==> src/rtl/chunked_serial_adder_pkg.sv <==
// Shared types for the chunked serial adder.
package chunked_serial_adder_pkg;

    // Controller states: waiting for a request, or stepping through chunks.
    typedef enum logic [0:0] {
        IDLE = 1'b0,
        RUN  = 1'b1
    } state_t;

endpackage

==> src/rtl/chunked_serial_adder_chunk_adder.sv <==
// CHUNK-bit ripple-carry adder built from full-adder cells; purely combinational.
module chunk_adder #(
    parameter int CHUNK = 4
) (
    input  logic [CHUNK-1:0] a,
    input  logic [CHUNK-1:0] b,
    input  logic             cin,
    output logic [CHUNK-1:0] sum,
    output logic             cout
);

    logic [CHUNK:0] carry;

    assign carry[0] = cin;

    // One full-adder cell per bit; the carry ripples from bit 0 upwards.
    generate
        for (genvar gi = 0; gi < CHUNK; gi++) begin : g_fa
            assign sum[gi]       = a[gi] ^ b[gi] ^ carry[gi];
            assign carry[gi + 1] = (a[gi] & b[gi]) | (carry[gi] & (a[gi] ^ b[gi]));
        end
    endgenerate

    assign cout = carry[CHUNK];

endmodule

==> src/rtl/chunked_serial_adder.sv <==
// Multi-cycle adder/subtractor: processes CHUNK bits per clock, LSB chunk first,
// with a registered carry between chunks and a start/busy/done handshake.
module chunked_serial_adder
    import chunked_serial_adder_pkg::*;
#(
    parameter int WIDTH = 32,
    parameter int CHUNK = 4
) (
    input  logic             clk,
    input  logic             rst_n,
    input  logic             start,
    input  logic             sub,
    input  logic [WIDTH-1:0] a,
    input  logic [WIDTH-1:0] b,
    input  logic             cin,
    output logic             busy,
    output logic             done,
    output logic [WIDTH-1:0] sum_out,
    output logic             c_out,
    output logic             ovf
);

    localparam int NCHUNK = WIDTH / CHUNK;
    localparam int IDX_W  = (NCHUNK > 1) ? $clog2(NCHUNK) : 1;
    localparam logic [IDX_W-1:0] LAST_IDX = IDX_W'(NCHUNK - 1);

    state_t state, state_next;

    // Operands and accumulator viewed as arrays of chunks so idx selects directly.
    logic [NCHUNK-1:0][CHUNK-1:0] a_reg, b_reg, acc_reg, acc_next;
    logic                         carry_reg;
    logic [IDX_W-1:0]             idx_reg;

    logic             load, step, last;
    logic [CHUNK-1:0] a_chunk, b_chunk, chunk_sum;
    logic             chunk_cout;

    // Next-state and control strobes; load on an accepted start, step every RUN
    // cycle, last on the final chunk.
    always_comb begin
        state_next = state;
        load       = 1'b0;
        step       = 1'b0;
        last       = 1'b0;
        case (state)
            IDLE: begin
                if (start) begin
                    load       = 1'b1;
                    state_next = RUN;
                end
            end
            RUN: begin
                step = 1'b1;
                if (idx_reg == LAST_IDX) begin
                    last       = 1'b1;
                    state_next = IDLE;
                end
            end
            default: state_next = IDLE;
        endcase
    end

    assign busy = (state == RUN);

    assign a_chunk = a_reg[idx_reg];
    assign b_chunk = b_reg[idx_reg];

    chunk_adder #(
        .CHUNK (CHUNK)
    ) u_chunk_adder (
        .a    (a_chunk),
        .b    (b_chunk),
        .cin  (carry_reg),
        .sum  (chunk_sum),
        .cout (chunk_cout)
    );

    // Accumulator image with the current chunk result merged in; on the final
    // chunk this is the complete result, so sum_out never sees partial sums.
    generate
        for (genvar gi = 0; gi < NCHUNK; gi++) begin : g_acc
            assign acc_next[gi] = (idx_reg == IDX_W'(gi)) ? chunk_sum : acc_reg[gi];
        end
    endgenerate

    // State register.
    always_ff @(posedge clk or negedge rst_n) begin
        if (!rst_n) begin
            state <= IDLE;
        end else begin
            state <= state_next;
        end
    end

    // Datapath: latch operands on start, step one chunk per RUN cycle, publish on last.
    always_ff @(posedge clk or negedge rst_n) begin
        if (!rst_n) begin
            a_reg     <= '0;
            b_reg     <= '0;
            acc_reg   <= '0;
            carry_reg <= 1'b0;
            idx_reg   <= '0;
            sum_out   <= '0;
            c_out     <= 1'b0;
            ovf       <= 1'b0;
            done      <= 1'b0;
        end else begin
            done <= last;
            if (load) begin
                // Subtraction is a + ~b + 1, so the carry-in is forced to 1.
                a_reg     <= a;
                b_reg     <= sub ? ~b : b;
                carry_reg <= sub ? 1'b1 : cin;
                idx_reg   <= '0;
            end
            if (step) begin
                acc_reg   <= acc_next;
                carry_reg <= chunk_cout;
                idx_reg   <= idx_reg + 1'b1;
            end
            if (last) begin
                sum_out <= acc_next;
                c_out   <= chunk_cout;
                ovf     <= (a_reg[NCHUNK-1][CHUNK-1] == b_reg[NCHUNK-1][CHUNK-1]) &&
                           (chunk_sum[CHUNK-1] != a_reg[NCHUNK-1][CHUNK-1]);
            end
        end
    end

endmodule

==> config.mk <==
export PLATFORM = sky130hd
export DESIGN_NAME = chunked_serial_adder
export DESIGN_NICKNAME = d
export VERILOG_FILES = /design/src/rtl/chunked_serial_adder_pkg.sv /design/src/rtl/chunked_serial_adder_chunk_adder.sv /design/src/rtl/chunked_serial_adder.sv
export SDC_FILE = /design/constraint.sdc
export NUM_CORES = 1
export LEC_CHECK = 0
export ABC_AREA = 1
export CORE_MARGIN = 10
export CORE_UTILIZATION = 25
export DETAILED_ROUTE_END_ITERATION = 7
export PLACE_DENSITY_LB_ADDON = 0.25
export SLEW_MARGIN = 0
export SYNTH_ARGS = -nofsm -noshare
export SYNTH_HDL_FRONTEND = slang
export SYNTH_SLANG_ARGS = --single-unit
==> constraint.sdc <==
create_clock -name clk -period 2.7 [get_ports clk]
set_input_delay 0.675 -clock clk [delete_from_list [all_inputs] [get_ports clk]]
set_output_delay 0.675 -clock clk [all_outputs]
set_load 0.05 [all_outputs]
==> impl_metrics.yaml, run 1 <==
sta:
  post-route-period-util_pct: 107
  hold_viol: 0
  finalSetupViolCount: 16
  max_freq_ghz: 0.345
  tns_ps: -2590
  rsz0062_at_grt: "true"
  worst_slack_ps: -201
  fin_crit_ps: 2900
  holdWs_ps: 173
  clock-skew-final_ps: 8.86
  slew_viol_final: 0
  tightestPinTransition_ps: 610
  slew_headroom_pct: 59.4
worst_setup_path:
  crit_path_start_kind: "flip-flop"
  cp.required_ps: 2970
  reg2reg_to: "acc_reg[23]$_DFFE_PN0P_"
  worstSetupEndpointType: "flip-flop"
  arrival_ps: 3170
  crit_type: "reg2reg"
  worstPathMaxFanout: 7
  rr_worst_depth: 16
  reg2reg_slack_ps: -200
  r2r_start: "idx_reg[0]$_DFFE_PN0P_"
power:
  p_sw_share_pct: 45.1
  intPower_mw: 7.14
  seqPwrFrac_pct: 26.4
  p_switching_mw: 5.88
  powerDensity_nw_per_um2: 1510
  p_comb_share_pct: 55.4
  peakVddDrop_mv: 0.614
  total_power_mw: 13.0
  clkPwrFrac_pct: 18.3
  power_leakage_nw: 4.02
route:
  wl_per_cell_um: 13.7
  drc: 0
  antenna_left: 0
  vias: 5114
  wirelength_mm: 17.0
  dr.pass1.iters: 4
  via_per_inst: 4.11
  drt_iter0_markers: 313
synthesis:
  yosysTopAreaCell: "dfrtp_1"
  syn_area_sq_um: 6420
  yosysTopAreaCellShare_pct: 51.5
  synthTopCellsByArea: "dfrtp_1 51%, nand2_1 16%, o21ai_0 9.0%"
  syn_avg_cell_area_sq_um: 8.21
  ys_types: 22
  synth_fp_nets: 861
  synth_warnings: 0
  synth_cells: 782
  ys_seq_elements: 132
  yosysSeqAreaShare_pct: 51.5
die:
  row_count: 58
  die-area_sq_um: 32500
  coreArea_sq_um: 25300
  die_y_um: 180
  io_pins: 105
  die_x_um: 180
  start_util_pct: 25.4
global_routing:
  overflow: 0
  grt_pass1_vias: 5213
  grt_max_degree: 67
  grt_usage_pct: 10.4
  antenna_found_initial: 1
  grt_pass1_wl_mm: 27.6
clock_network:
  clock_path_buffers: 2
  cts_tree: "yes"
  cts_sinks: 132
  cts_buffers: 17
  clk_pin_slew_ps: 60
  clockRootBuffer: "clkbuf_16"
  clock_latency_ps: 410
  h-tree-depth: 4
hold_path:
  hp-class: "in2async"
finish:
  layout-drive-gt1-share_pct: 11.3
  fin_cells: 1243
  layout.nets: 978
  synthToLayoutAreaGrowth_pct: 34.0
place:
  pre_cts_ws_ps: -168
  io_buffers: 104
  gp_congestion: 0.743
  place_inst: 1209
  place_hpwl_mm: 12.3
status:
  violations: "setup timing"
  status: "finished with violations"
flow_run:
  max-cap-violations: 0
-- layout by cell type (no fill, tap or decap), types with 2 or more instances in the layout --
cell             synthesis  final
buf_4                   10     30
nand3_1                 37     37
clkbuf_16                0     17
o21ai_2                  4     12
clkinvlp_4               0      6
clkdlybuf4s50_1          0    102
o21ai_0                115     90
buf_6                    7      4
nand2_4                  2      2
o21ai_4                  0      2
clkinv_4                 0      4
nand2_2                  2      3
clkinv_2                 0      2
dfrtp_1                132    131
nor2_1                   6      6
inv_1                   92     88
ha_1                     6      6
inv_4                    1      2
xnor2_1                 32     32
inv_6                    0      2
buf_12                   0      3
nand2_1                270    269
o21ai_1                 30     45
bufinv_16                0      3
inv_2                    3      5
fa_2                     0      4
-- power groups by stage --
stage          logic, mW  registers [mW]  clock network [mW]
5_1_grt             8.05            3.56                2.52
4_1_cts             6.92            3.43                2.43
3_5_place_dp        6.87            3.46                   0
3_3_place_gp        6.82            3.44                   0
2_1_floorplan       3.52            4.18                   0
6_report            7.21            3.43                2.38
-- metal layers --
metal	vias up	part of all wire, %	GRT usage, %
met3	10	5.0	3.39
met2	94	44	16.0
li1	2681	-	-
met4	0	0.74	2.82
met5	-	0	0
met1	2329	50	13.8
-- area by class of cell --
type,instances,area (sq um)
sequential,132,3300
fill,2694,16700
antenna,1,2.50
timing repair buffer,140,1360
tap,330,413
clock buffer,17,425
multi-input combinational,511,2540
clock inverter,15,181
inverter,96,370
timing repair inverter,1,7.51
-- synthesized netlist by cell type --
| cell type | count |
|---|---|
| clkbuf_1 | 5 |
| dfrtp_1 | 132 |
| fa_1 | 4 |
| nand2_1 | 270 |
| nand2_4 | 2 |
| inv_1 | 92 |
| o21ai_0 | 115 |
| nand2_2 | 2 |
| o21ai_1 | 30 |
| o21ai_2 | 4 |
| buf_4 | 10 |
| o21a_1 | 1 |
| buf_6 | 7 |
| nor2_1 | 6 |
| ha_1 | 6 |
| inv_4 | 1 |
| nand3_1 | 37 |
| xnor2_1 | 32 |
| o22ai_1 | 1 |
| buf_2 | 21 |
| inv_2 | 3 |
| o211ai_1 | 1 |
-- worst max-delay path: stages (launching register included) --
cell and delay (ps):
dfrtp_2 450, buf_4 170, nand2_1 60, nand3_1 70
nand2_1 70, nand2_1 60, nand2_2 80, fa_2 190
inv_2 40, fa_2 320, inv_2 60, fa_2 190
inv_2 40, fa_2 580, clkinv_4 120, o21ai_2 170
o21ai_1 90
-- cells by family (layout without fill, tap and decap cells) --
| group | Yosys count | count (layout) | synth area share (%) |
|---|---|---|---|
| adders and majority gates | 10 | 10 | 2.42 |
| AOI/OAI and AO/OA | 152 | 152 | 12.2 |
| DFF | 132 | 132 | 51.5 |
| buffers and inverters | 139 | 269 | 9.98 |
| and+or+nand+nor | 317 | 317 | 19.6 |
| other | 0 | 1 | 0 |
| xor gates and xnor gates | 32 | 32 | 4.37 |
-- worst max-delay path by stage --
stage,slack (ps),start,end
2_1_floorplan,-110,idx_reg[0]$_DFFE_PN0P_,ovf$_DFFE_PN0P_
3_3_place_gp,-130,idx_reg[0]$_DFFE_PN0P_,sum_out[27]$_DFFE_PN0P_
3_5_place_dp,-170,idx_reg[0]$_DFFE_PN0P_,ovf$_DFFE_PN0P_
4_1_cts,-170,idx_reg[0]$_DFFE_PN0P_,acc_reg[23]$_DFFE_PN0P_
5_1_grt,-370,idx_reg[0]$_DFFE_PN0P_,sum_out[19]$_DFFE_PN0P_
6_report,-200,idx_reg[0]$_DFFE_PN0P_,acc_reg[23]$_DFFE_PN0P_
-- through the flow --
stage,utilization [%],instance area (sq um)
4_1_cts,33.7,8510
3_3_place_gp,31.3,7910
2_1_floorplan,-,6450
5_1_grt,34.0,8600
3_5_place_dp,31.3,7910
6_report,34.1,8600
-- repair_timing --
action	4_1_cts	5_1_grt
cloned	0	1
hold buffers	0	0
buffers inserted	0	1
pin swaps	1	0
setup endpoints to repair	23	30
resized for setup	4	21
No activity file was read; power rests on OpenSTA's default activity.
==> inputs of run 2 (changes only) <==
Settings changed: CORE_MARGIN 10 to unset.
==> impl_metrics.yaml, run 2 (synthesis results as in run 1) <==
sta:
  fin_crit_ps: 2820
  rsz0062_at_grt: "true"
  slew_viol_final: 0
  clock-skew-final_ps: 8.64
  hold_viol: 0
  tightestPinTransition_ps: 610
  slew_headroom_pct: 59.3
  max_freq_ghz: 0.355
  post-route-period-util_pct: 104
  finalSetupViolCount: 16
  worst_slack_ps: -118
finish:
  final_core_util_pct: 34.4
  fin_cells: 1244
  synthToLayoutAreaGrowth_pct: 35.1
  diodes: 0
  layout-drive-gt1-share_pct: 13.8
  multi_input_area_sq_um: 2610
  final_cell_mix: "255 x nand2_1, 131 x dfrtp_1, 102 x clkdlybuf4s50_1"
  final_cell_area_sq_um: 8670
  seq_area_sq_um: 3300
  layout_commonest_cell: "nand2_1"
  fillerInstances: 2649
  layout.nets: 981
clock_network:
  clk_pin_slew_ps: 60
  cts_buffers: 17
  clockRootBuffer: "clkbuf_16"
  h-tree-depth: 4
  clock_latency_ps: 420
  clock_path_buffers: 2
  cts_sinks: 132
  cts_tree: "yes"
worst_setup_path:
  path_cells: "clkinv_4 -> buf_4 -> buf_4 -> nand2_1 -> nand3_2 -> nand3_2 -> nand2_2 -> fa_2 -> inv_2 -> fa_2 -> inv_2 -> fa_2 -> inv_4 -> o21ai_1 -> o21ai_1"
  worstPathMaxFanout: 7
  worstSetupEndpointType: "flip-flop"
  cp.required_ps: 2980
  startpoint: "idx_reg[0]$_DFFE_PN0P_"
  crit_type: "reg2reg"
  r2r_start: "idx_reg[0]$_DFFE_PN0P_"
  slowest_stage: "fa_2"
  crit_path_start_kind: "flip-flop"
  max_stage_delay_ps: 560
  arrival_ps: 3100
  crit_top_cell: "fa_2"
place:
  pre_cts_ws_ps: -194
  place_inst: 1207
  place_hpwl_mm: 11.7
  io_buffers: 104
  gp_congestion: 0.752
  placed_area_sq_um: 7910
route:
  drc: 0
  via_per_inst: 4.22
  drt_iter0_markers: 308
  wirelength_mm: 16.3
  vias: 5255
  wl_per_cell_um: 13.1
  dr.pass1.iters: 4
  antenna_left: 0
die:
  die_y_um: 162
  coreArea_sq_um: 25200
  start_util_pct: 25.5
  io_pins: 105
  die-area_sq_um: 26300
  row_count: 58
  die_x_um: 162
flow_run:
  max-cap-violations: 0
status:
  status: "finished with violations"
  violations: "setup timing"
global_routing:
  grt_usage_pct: 13.4
  overflow: 0
  antenna_found_initial: 0
  grt_pass1_vias: 5314
  grt_pass1_wl_mm: 27.3
  grt_max_degree: 67
power:
  power_leakage_nw: 4.06
  powerDensity_nw_per_um2: 1490
  total_power_mw: 12.9
  peakVddDrop_mv: 0.625
hold_path:
  hp-class: "in2async"
[run 2: cell count changes in the layout (fill, tap and decap cells not counted), moves of 3 or more]
cell	previous run	this run
nand2_1	269	255
nand2_2	3	17
nand3_1	37	26
nand3_2	0	11
o21ai_1	45	51
o21ai_0	90	86
clkinv_2	2	5
clkinv_4	4	1
clkinvlp_4	6	3
[run 2: worst max-delay path: cells and delay by family, from the launching register on]
kind / cells / cell delay [ps]
buffers and inverters: 6 / 570
DFF: 1 / 450
AOI/OAI and AO/OA: 2 / 260
adders and majority gates: 3 / 1130
and+or+nand+nor: 4 / 270
[run 2: cell type report]
cell class	count	area share (%)
repair inverters	1	0.0721
clock buffers	21	5.31
multi-input cells	511	30.1
inverters	96	4.27
clock inverters	10	1.24
well taps	330	4.76
repair buffers	143	16.2
flip-flops and latches	132	38.1
[run 2: layer usage]
layer	vias to the layer above	global-route usage [%]	routed length, um
met5	-	0	0
met4	0	4.80	200
met3	15	3.01	598
met2	109	20.6	7550
met1	2442	18.4	7980
li1	2689	-	-
[run 2: metrics by stage]
step | setup TNS, ps | hold slack, ps
5_1_grt | -3980 | 269
3_5_place_dp | -2420 | 471
4_1_cts | -2060 | 248
3_3_place_gp | -2040 | 468
6_report | -1440 | 235
2_1_floorplan | -1500 | 379
[run 2: path summary, 6_finish.rpt]
| check | end | slack, ps | cells after the start |
|---|---|---|---|
| setup / recovery | acc_reg[3]$_DFFE_PN0P_ | -120 | 15 |
| max in group asynchronous | acc_reg[10]$_DFFE_PN0P_ | 1790 | 2 |
| hold reg to reg | sum_out[20]$_DFFE_PN0P_ | 480 | 2 |
| setup reg to reg | acc_reg[3]$_DFFE_PN0P_ | -120 | 15 |
| min in group clk | sum_out[20]$_DFFE_PN0P_ | 480 | 2 |
| hold / removal | sum_out[20]$_DFFE_PN0P_ | 230 | 1 |
[run 2: power breakdown]
part | total (mW) | switching, mW | internal (mW)
Clock | 2.25 | 0.857 | 1.39
Combinational | 7.22 | 4.46 | 2.76
Sequential | 3.47 | 0.500 | 2.97
Total | 12.9 | 5.82 | 7.12
[run 2: repair_timing]
item,4_1_cts,5_1_grt
pin swaps,1,11
resized for setup,3,49
hold buffers,0,0
cloned,0,1
setup buffers,5,1
setup endpoints to repair,16,30
==> inputs of run 3 (changes only) <==
Settings changed: CAP_MARGIN set to 0.
Clock period 2.7 ns to 3.3 ns, I/O delays scaled along.
==> impl_metrics.yaml, run 3 (synthesis results as in run 1) <==
finish:
  diodes: 0
  layout.nets: 957
  final_cell_mix: "270 x nand2_1, 130 x dfrtp_1, 114 x o21ai_0"
  final_core_util_pct: 33.1
  multi_input_area_sq_um: 2470
  layout-drive-gt1-share_pct: 6.85
  layout_commonest_cell: "nand2_1"
  fillerInstances: 2654
  seq_area_sq_um: 3310
  synthToLayoutAreaGrowth_pct: 29.9
route:
  via_per_inst: 4.15
  antenna_left: 0
  wirelength_mm: 16.1
  dr.pass1.iters: 5
  wl_per_cell_um: 13.2
  drt_iter0_markers: 268
  vias: 5067
  drc: 0
place:
  gp_congestion: 0.759
  io_buffers: 104
  place_hpwl_mm: 11.5
worst_setup_path:
  worstSetupEndpointType: "flip-flop"
  rr_worst_depth: 16
  crit_path_start_kind: "flip-flop"
  cp.required_ps: 3630
  crit_end: "sum_out[27]$_DFFE_PN0P_"
  reg2reg_to: "sum_out[27]$_DFFE_PN0P_"
  arrival_ps: 3350
  r2r_start: "idx_reg[0]$_DFFE_PN0P_"
  startpoint: "idx_reg[0]$_DFFE_PN0P_"
  reg2reg_slack_ps: 280
  worstPathMaxFanout: 11
  crit_type: "reg2reg"
status:
  status: "complete, no violations"
clock_network:
  cts_buffers: 17
  h-tree-depth: 4
  clk_pin_slew_ps: 60
  post-cts-setup-buffers: 0
  hold_buffers: 0
  clock_latency_ps: 420
  clockRootBuffer: "clkbuf_16"
  cts_tree: "yes"
  cts_sinks: 132
  cts_resized: 0
  clock_path_buffers: 2
sta:
  fin_crit_ps: 3020
  holdWs_ps: 367
  max_freq_ghz: 0.331
  clock-skew-final_ps: 8.14
  post-route-period-util_pct: 91.6
  tns_ps: 0
  tightestPinTransition_ps: 823
  slew_viol_final: 0
  slew_headroom_pct: 45.1
  hold_viol: 0
  rsz0062_at_grt: "false"
  finalSetupViolCount: 0
global_routing:
  grt_pass1_vias: 5193
  grt_max_degree: 67
  grt_usage_pct: 13.2
  overflow: 0
  antenna_found_initial: 0
  grt_pass1_wl_mm: 27.0
die:
  die_x_um: 162
  die-area_sq_um: 26300
  die_y_um: 162
  row_count: 58
  coreArea_sq_um: 25200
  io_pins: 105
  start_util_pct: 25.5
power:
  clkPwrFrac_pct: 20.3
  intPower_mw: 5.27
  powerDensity_nw_per_um2: 1160
  p_comb_share_pct: 50.3
  power_leakage_nw: 3.91
  p_switching_mw: 4.41
  seqPwrFrac_pct: 29.4
  p_sw_share_pct: 45.5
  peakVddDrop_mv: 0.516
hold_path:
  hp-class: "in2async"
flow_run:
  max-cap-violations: 0
run 3: stage by stage:
stage	worst slack [ps]	total power [mW]	instance area (sq um)	cells
detailed placement	129	7.84	7720	1189
global placement	188	7.75	7720	1189
global route	0.530	10.5	8340	1221
floorplan	328	6.15	6420	782
finish	278	9.68	8340	1221
CTS	103	9.83	8330	1221
run 3: cell type report:
class,instances,share of cell area [%]
Multi-Input combinational cell,511,29.7
Tap cell,330,4.95
Clock inverter,8,1.49
Timing Repair Buffer,120,14.1
Clock buffer,24,5.78
Inverter,96,4.38
Sequential cell,132,39.7
run 3: worst max-delay path, stage by stage (launching register included):
cell,delay (ps)
dfrtp_2,410
buf_4,190
nand2_1,80
nand3_1,80
nand2_1,50
nand2_1,50
nand2_1,70
fa_1,390
inv_1,70
fa_1,150
inv_1,50
fa_1,370
inv_1,80
fa_1,470
inv_2,150
o21ai_0,110
o21ai_0,170
run 3: how the worst min path moves through the flow:
stage	endpoint	depth (start not counted)
floorplan	acc_reg[15]$_DFFE_PN0P_	2
global placement	acc_reg[15]$_DFFE_PN0P_	2
detailed placement	a_reg[17]$_DFFE_PN0P_	2
CTS	a_reg[1]$_DFFE_PN0P_	1
global route	a_reg[1]$_DFFE_PN0P_	1
finish	a_reg[1]$_DFFE_PN0P_	1
run 3: power groups by stage:
stage	Clock [mW]	Combinational, mW	Sequential [mW]
6_report	1.96	4.87	2.85
5_1_grt	2.07	5.50	2.96
4_1_cts	2.00	4.98	2.85
3_5_place_dp	0	4.97	2.87
3_3_place_gp	0	4.89	2.86
2_1_floorplan	0	2.73	3.42
run 3: layer usage:
layer / GRT usage [%] / part of all wire (%) / vias up
met4: 3.95 / 0.97 / 0
met2: 20.6 / 46 / 107
met3: 2.89 / 3.9 / 13
met1: 18.2 / 50 / 2323
met5: 0 / 0 / -
li1: - / - / 2624
